### src/rtl/button_conditioner.sv
// Push-button front end: per-button two-flop synchroniser, debounce filter,
// press pulse and optional hold-to-repeat strobes for the menu/control FSM.
module button_conditioner #(
    parameter int               N_BTN           = 5,
    parameter int               DEBOUNCE_CYCLES = 1000000,
    parameter int               REPEAT_DELAY    = 50000000,
    parameter int               REPEAT_RATE     = 10000000,
    parameter logic [N_BTN-1:0] REPEAT_MASK     = 5'b00011
) (
    input  logic             CLK,
    input  logic             RST,
    input  logic [N_BTN-1:0] btn_raw,
    output logic [N_BTN-1:0] btn_level,
    output logic [N_BTN-1:0] btn_pulse,
    output logic             any_pulse
);

    localparam int R_MAX = (REPEAT_DELAY > REPEAT_RATE) ? REPEAT_DELAY : REPEAT_RATE;
    localparam int DW    = (DEBOUNCE_CYCLES > 1) ? $clog2(DEBOUNCE_CYCLES) : 1;
    localparam int RW    = (R_MAX > 1) ? $clog2(R_MAX) : 1;

    localparam logic [DW-1:0] D_LAST     = DW'(DEBOUNCE_CYCLES - 1);
    localparam logic [DW-1:0] D_ONE      = DW'(1);
    localparam logic [RW-1:0] R_DLY_LAST = RW'(REPEAT_DELAY - 1);
    localparam logic [RW-1:0] R_RPT_LAST = RW'(REPEAT_RATE - 1);
    localparam logic [RW-1:0] R_ONE      = RW'(1);

    typedef enum logic [1:0] {
        ST_IDLE   = 2'd0,
        ST_HELD   = 2'd1,
        ST_WAIT   = 2'd2,
        ST_REPEAT = 2'd3
    } state_t;

    logic [N_BTN-1:0] pulse_next_vec_s;
    logic             any_r;

    for (genvar i = 0; i < N_BTN; i++) begin : g_btn
        logic [1:0]    sync_r;
        logic [DW-1:0] dcnt_r;
        logic [DW-1:0] dcnt_next_s;
        logic          lvl_r;
        logic          lvl_next_s;
        logic          rise_s;
        logic          fall_s;
        state_t        state_r;
        state_t        state_next_s;
        logic [RW-1:0] rcnt_r;
        logic [RW-1:0] rcnt_next_s;
        logic          pulse_r;
        logic          pulse_next_s;

        // Debounce: level follows the synchronised input only after it has differed for DEBOUNCE_CYCLES edges.
        always_comb begin
            dcnt_next_s = '0;
            lvl_next_s  = lvl_r;
            if (sync_r[1] == lvl_r) begin
                dcnt_next_s = '0;
            end else if (dcnt_r == D_LAST) begin
                lvl_next_s  = sync_r[1];
                dcnt_next_s = '0;
            end else begin
                dcnt_next_s = dcnt_r + D_ONE;
            end
        end

        assign rise_s = lvl_next_s & ~lvl_r;
        assign fall_s = ~lvl_next_s & lvl_r;

        // Press/repeat FSM: pulses are timed off the debounced edge so they line up with the new level.
        always_comb begin
            state_next_s = state_r;
            rcnt_next_s  = rcnt_r;
            pulse_next_s = 1'b0;
            case (state_r)
                ST_IDLE: begin
                    rcnt_next_s = '0;
                    if (rise_s) begin
                        pulse_next_s = 1'b1;
                        state_next_s = REPEAT_MASK[i] ? ST_WAIT : ST_HELD;
                    end else begin
                        state_next_s = ST_IDLE;
                    end
                end
                ST_HELD: begin
                    rcnt_next_s = '0;
                    if (fall_s) begin
                        state_next_s = ST_IDLE;
                    end else begin
                        state_next_s = ST_HELD;
                    end
                end
                ST_WAIT: begin
                    if (fall_s) begin
                        state_next_s = ST_IDLE;
                        rcnt_next_s  = '0;
                    end else if (rcnt_r == R_DLY_LAST) begin
                        pulse_next_s = 1'b1;
                        rcnt_next_s  = '0;
                        state_next_s = ST_REPEAT;
                    end else begin
                        rcnt_next_s  = rcnt_r + R_ONE;
                    end
                end
                ST_REPEAT: begin
                    if (fall_s) begin
                        state_next_s = ST_IDLE;
                        rcnt_next_s  = '0;
                    end else if (rcnt_r == R_RPT_LAST) begin
                        pulse_next_s = 1'b1;
                        rcnt_next_s  = '0;
                    end else begin
                        rcnt_next_s  = rcnt_r + R_ONE;
                    end
                end
                default: begin
                    state_next_s = ST_IDLE;
                    rcnt_next_s  = '0;
                end
            endcase
        end

        // Per-button state registers with synchronous reset.
        always_ff @(posedge CLK) begin
            if (RST) begin
                sync_r  <= 2'b00;
                dcnt_r  <= '0;
                lvl_r   <= 1'b0;
                state_r <= ST_IDLE;
                rcnt_r  <= '0;
                pulse_r <= 1'b0;
            end else begin
                sync_r  <= {sync_r[0], btn_raw[i]};
                dcnt_r  <= dcnt_next_s;
                lvl_r   <= lvl_next_s;
                state_r <= state_next_s;
                rcnt_r  <= rcnt_next_s;
                pulse_r <= pulse_next_s;
            end
        end

        assign pulse_next_vec_s[i] = pulse_next_s;
        assign btn_level[i]        = lvl_r;
        assign btn_pulse[i]        = pulse_r;
    end

    // Summary strobe registered from the same next-state terms as btn_pulse.
    always_ff @(posedge CLK) begin
        if (RST) begin
            any_r <= 1'b0;
        end else begin
            any_r <= |pulse_next_vec_s;
        end
    end

    assign any_pulse = any_r;

endmodule
### config.mk
export PLATFORM = sky130hd
export DESIGN_NAME = button_conditioner
export DESIGN_NICKNAME = d
export VERILOG_FILES = /design/src/rtl/button_conditioner.sv
export SDC_FILE = /design/constraint.sdc
export NUM_CORES = 1
export LEC_CHECK = 0
export BUFFER_PORTS_ARGS = -buffer_cell sky130_fd_sc_hd__buf_2
export CORE_AREA = 8 8 168 170
export CTS_CLUSTER_SIZE = 8
export DETAILED_ROUTE_END_ITERATION = 6
export DIE_AREA = 0 0 176 178
export PLACE_DENSITY = 0.67
export SETUP_SLACK_MARGIN = 0.15
export SLEW_MARGIN = 20
export SYNTH_ARGS = -nofsm -noshare
export SYNTH_HDL_FRONTEND = slang
export SYNTH_SLANG_ARGS = --single-unit
### constraint.sdc
create_clock -name CLK -period 4 [get_ports CLK]
set_input_delay 0.2 -clock CLK [delete_from_list [all_inputs] [get_ports CLK]]
set_output_delay 0.2 -clock CLK [all_outputs]
set_load 0.1 [all_outputs]
==> impl_results.md <==
- Max_slew headroom: 31.0%
- Synth-to-Final Area Change: 12.2%
- Final setup vio count: 0
- Layout cells sized above 1: 6.40%
- Yosys reg bits: 261
- Initial antenna violation count: 0
- Mean Syn Cell Area: 8.65 um^2
- RSZ-0062 raised after global routing: no
- Number of buffers created by CTS: 38
- Worst Skew: 0.0141 ns
- Clock latency on the worst-skew pair: 0.50 ns
- Vias: 8,549
- Clk sinks: 261
- Async S/R FF share, synth: 0%
- Slew Limit Fails: 0
- H-tree Lvls: 2
- CORE AREA: 25,600 um^2
- Outcome: finished clean
- Crit path DAT: 3.12 ns
- Antenna viol nets, final: 0
- WS Path Type: reg2reg
- Die height: 178 um
- Syn Inst Count: 1,313
- CTS tree: done
- Root buffer cell: clkbuf_16
- Syn Nets: 1,330
- Total power per unit cell area: 424 nW/um^2
- Drt via density: 5.09
- Static Leak: 4.08 nW
- Starting Density: 44.3%
- Required @ worst endpoint: 4.41 ns
- Drt pass-1 iters: 4
- GR Util All Layers: 13.4%
- Gpl congestion: 0.771
- Fmax: 0.369 GHz
- Post-synth top area share: 46.0%
- ANT cells: 0
- Period utilization: 67.8%
- Worst setup SP type: flip-flop
- Die Area: 31,300 um^2
- Distinct cells, synth: 61
- Io pins: 18
- Clock Path Buffers: 3
- FP Rows: 59
- Crit. End Element: flip-flop
- Final core utilization: 49.7%
- Die Wd: 176 um
- Avg WL per Cell: 12.2 um
- Setup Buffers After CTS: 0
- Clk pin slew, worst setup/hold paths: 0.05 ns
- Iter 0 DRT Violations: 437
- Total gr overflow: 0
- MaxCap Viol Count: 0
- Syn. warnings: 0
- DRC: 0
- Final WL: 20.5 mm
- Worst vdd ir: 332 uV
- Final hold vios: 0
- # nets final: 1,360
- Total negative slack: 0 ns
- Final min period: 2.71 ns
- Port Buffer Count: 17
- Syn Std Cell Area: 11,400 um^2
- Vias in the first global route: 8,156
- First-pass GRT wire length: 36.6 mm
- EDFF count, synth: 0
- Synth area leader: dfxtp_1
- Most used DFF post-synth: dfxtp_1
- Seq/Total Area, Yosys: 46.0%
- Max Fanout on Critical Path: 26
- DP HPWL: 13.8 mm
- Synth area leaders: dfxtp_1, nor2_1, xor2_1
- Least-Margin Pin Slew: 1.03 ns
- Largest net degree at the start of global routing: 27
- Worst min path class: in2reg
layer usage:
metal | vias to the layer above | wire, um | global-route usage, %
li1 | 4463 | - | -
met1 | 3967 | 10100 | 17.2
met2 | 82 | 9330 | 22.0
met3 | 37 | 626 | 2.86
met4 | 0 | 459 | 4.42
met5 | - | 0 | 0
worst paths after layout:
path,start,to,slack (ns),cells past startpoint
max reg2reg,g_btn[4].dcnt_r[0]$_SDFF_PP0_,g_btn[4].rcnt_r[19]$_SDFF_PP0_,1.29,8
min,RST,g_btn[2].lvl_r$_SDFF_PP0_,0.11,2
min reg2reg,g_btn[4].sync_r[0]$_SDFF_PP0_,g_btn[4].sync_r[1]$_SDFF_PP0_,0.44,1
max,g_btn[4].dcnt_r[0]$_SDFF_PP0_,g_btn[4].rcnt_r[19]$_SDFF_PP0_,1.29,8
flip-flops by register name, summed over array words and instances, names as in the netlist:
name	count
g_btn.sync_r	10
g_btn.lvl_r	5
g_btn.pulse_r	5
g_btn.dcnt_r	100
g_btn.rcnt_r	130
any_pulse	1
g_btn.state_r	10
cell type report:
type	count	area [um^2]
fill	2397	12900
multi-input combinational	975	5790
sequential	261	5230
clock buffer	39	976
tap	335	419
timing repair buffer	25	158
inverter	42	158
clock inverter	2	13.8
placed cells by master, fill, tap and decap left out, types with 5 or more instances in the layout:
master	Yosys	layout
a21oi_1	22	22
and3_1	46	46
and4_1	10	10
buf_2	5	17
clkbuf_16	0	39
dfxtp_1	261	261
dlygate4sd3_1	0	5
ha_1	10	10
inv_1	42	42
nand2_1	88	88
nand3_1	96	96
nand4_1	37	37
nor2_1	286	286
nor2b_1	14	14
nor3_1	29	29
nor4_1	20	20
nor4b_1	6	6
o21ai_0	12	12
or3_1	18	18
or4_1	7	7
xnor2_1	91	91
xor2_1	113	113
critical path: stages, from the launching register on:
cell     delay (ns)
dfxtp_1        0.33
ha_1           0.23
and3_1         0.21
and3_1         0.23
and4_1         0.21
a31oi_1        0.26
and2_1         0.18
nand3_1        0.69
nor2_1         0.30
kinds of logic after synthesis:
family                     Yosys count  share of synthesized area (%)
xor gates and xnor gates           204                           15.7
adders and majority gates           10                           1.10
DFF                                261                           46.0
AOI/OAI and AO/OA                   57                           3.30
buffers and inverters               77                           3.05
and+or+nand+nor                    701                           30.6
muxes                                3                          0.264
report_power, final:
group | switching (mW) | leakage [nW] | internal, mW
registers | 0.00842 | 2.10 | 2.62
clock network | 1.04 | 0.489 | 1.70
logic | 0.0280 | 1.49 | 0.0175
synth_stat cells (all sizes together) (2+ instances only):
| cell type | count |
|---|---|
| nand4 | 37 |
| a211oi | 2 |
| inv | 42 |
| nor4 | 23 |
| a21oi | 22 |
| nand2b | 4 |
| o21ai | 13 |
| and4 | 10 |
| dfxtp | 261 |
| or4bb | 4 |
| xnor2 | 91 |
| o21a | 4 |
| nor3 | 29 |
| nand3b | 2 |
| or3b | 2 |
| nand4b | 3 |
| clkbuf | 19 |
| and3 | 47 |
| o31a | 2 |
| nand2 | 88 |
| and2 | 5 |
| mux2i | 3 |
| a2111oi | 2 |
| or2 | 5 |
| nand3 | 96 |
| or4 | 9 |
| nor4b | 6 |
| nor2b | 14 |
| or3 | 18 |
| or4b | 5 |
| nor2 | 286 |
| ha | 10 |
| a31oi | 4 |
| xor2 | 113 |
| buf | 16 |
| nor4bb | 4 |
through the flow:
step | hold slack (ns) | instance area (um^2) | std cells | worst slack (ns) | power, mW
3_3_place_gp | 0.407 | 11700 | 1633 | 1.33 | 2.72
4_1_cts | 0.0949 | 12700 | 1679 | 1.27 | 5.50
6_report | 0.113 | 12700 | 1679 | 1.29 | 5.41
3_5_place_dp | 0.415 | 11700 | 1633 | 1.27 | 2.72
5_1_grt | 0.118 | 12700 | 1679 | 1.00 | 5.63
2_1_floorplan | 0.281 | 11400 | 1313 | 1.50 | 2.70
what timing repair did:
action,in CTS,in global routing
gates resized for setup,0,0
hold endpoints to repair,5,0
hold buffers,5,0
Power figures use the tool's default switching activity.
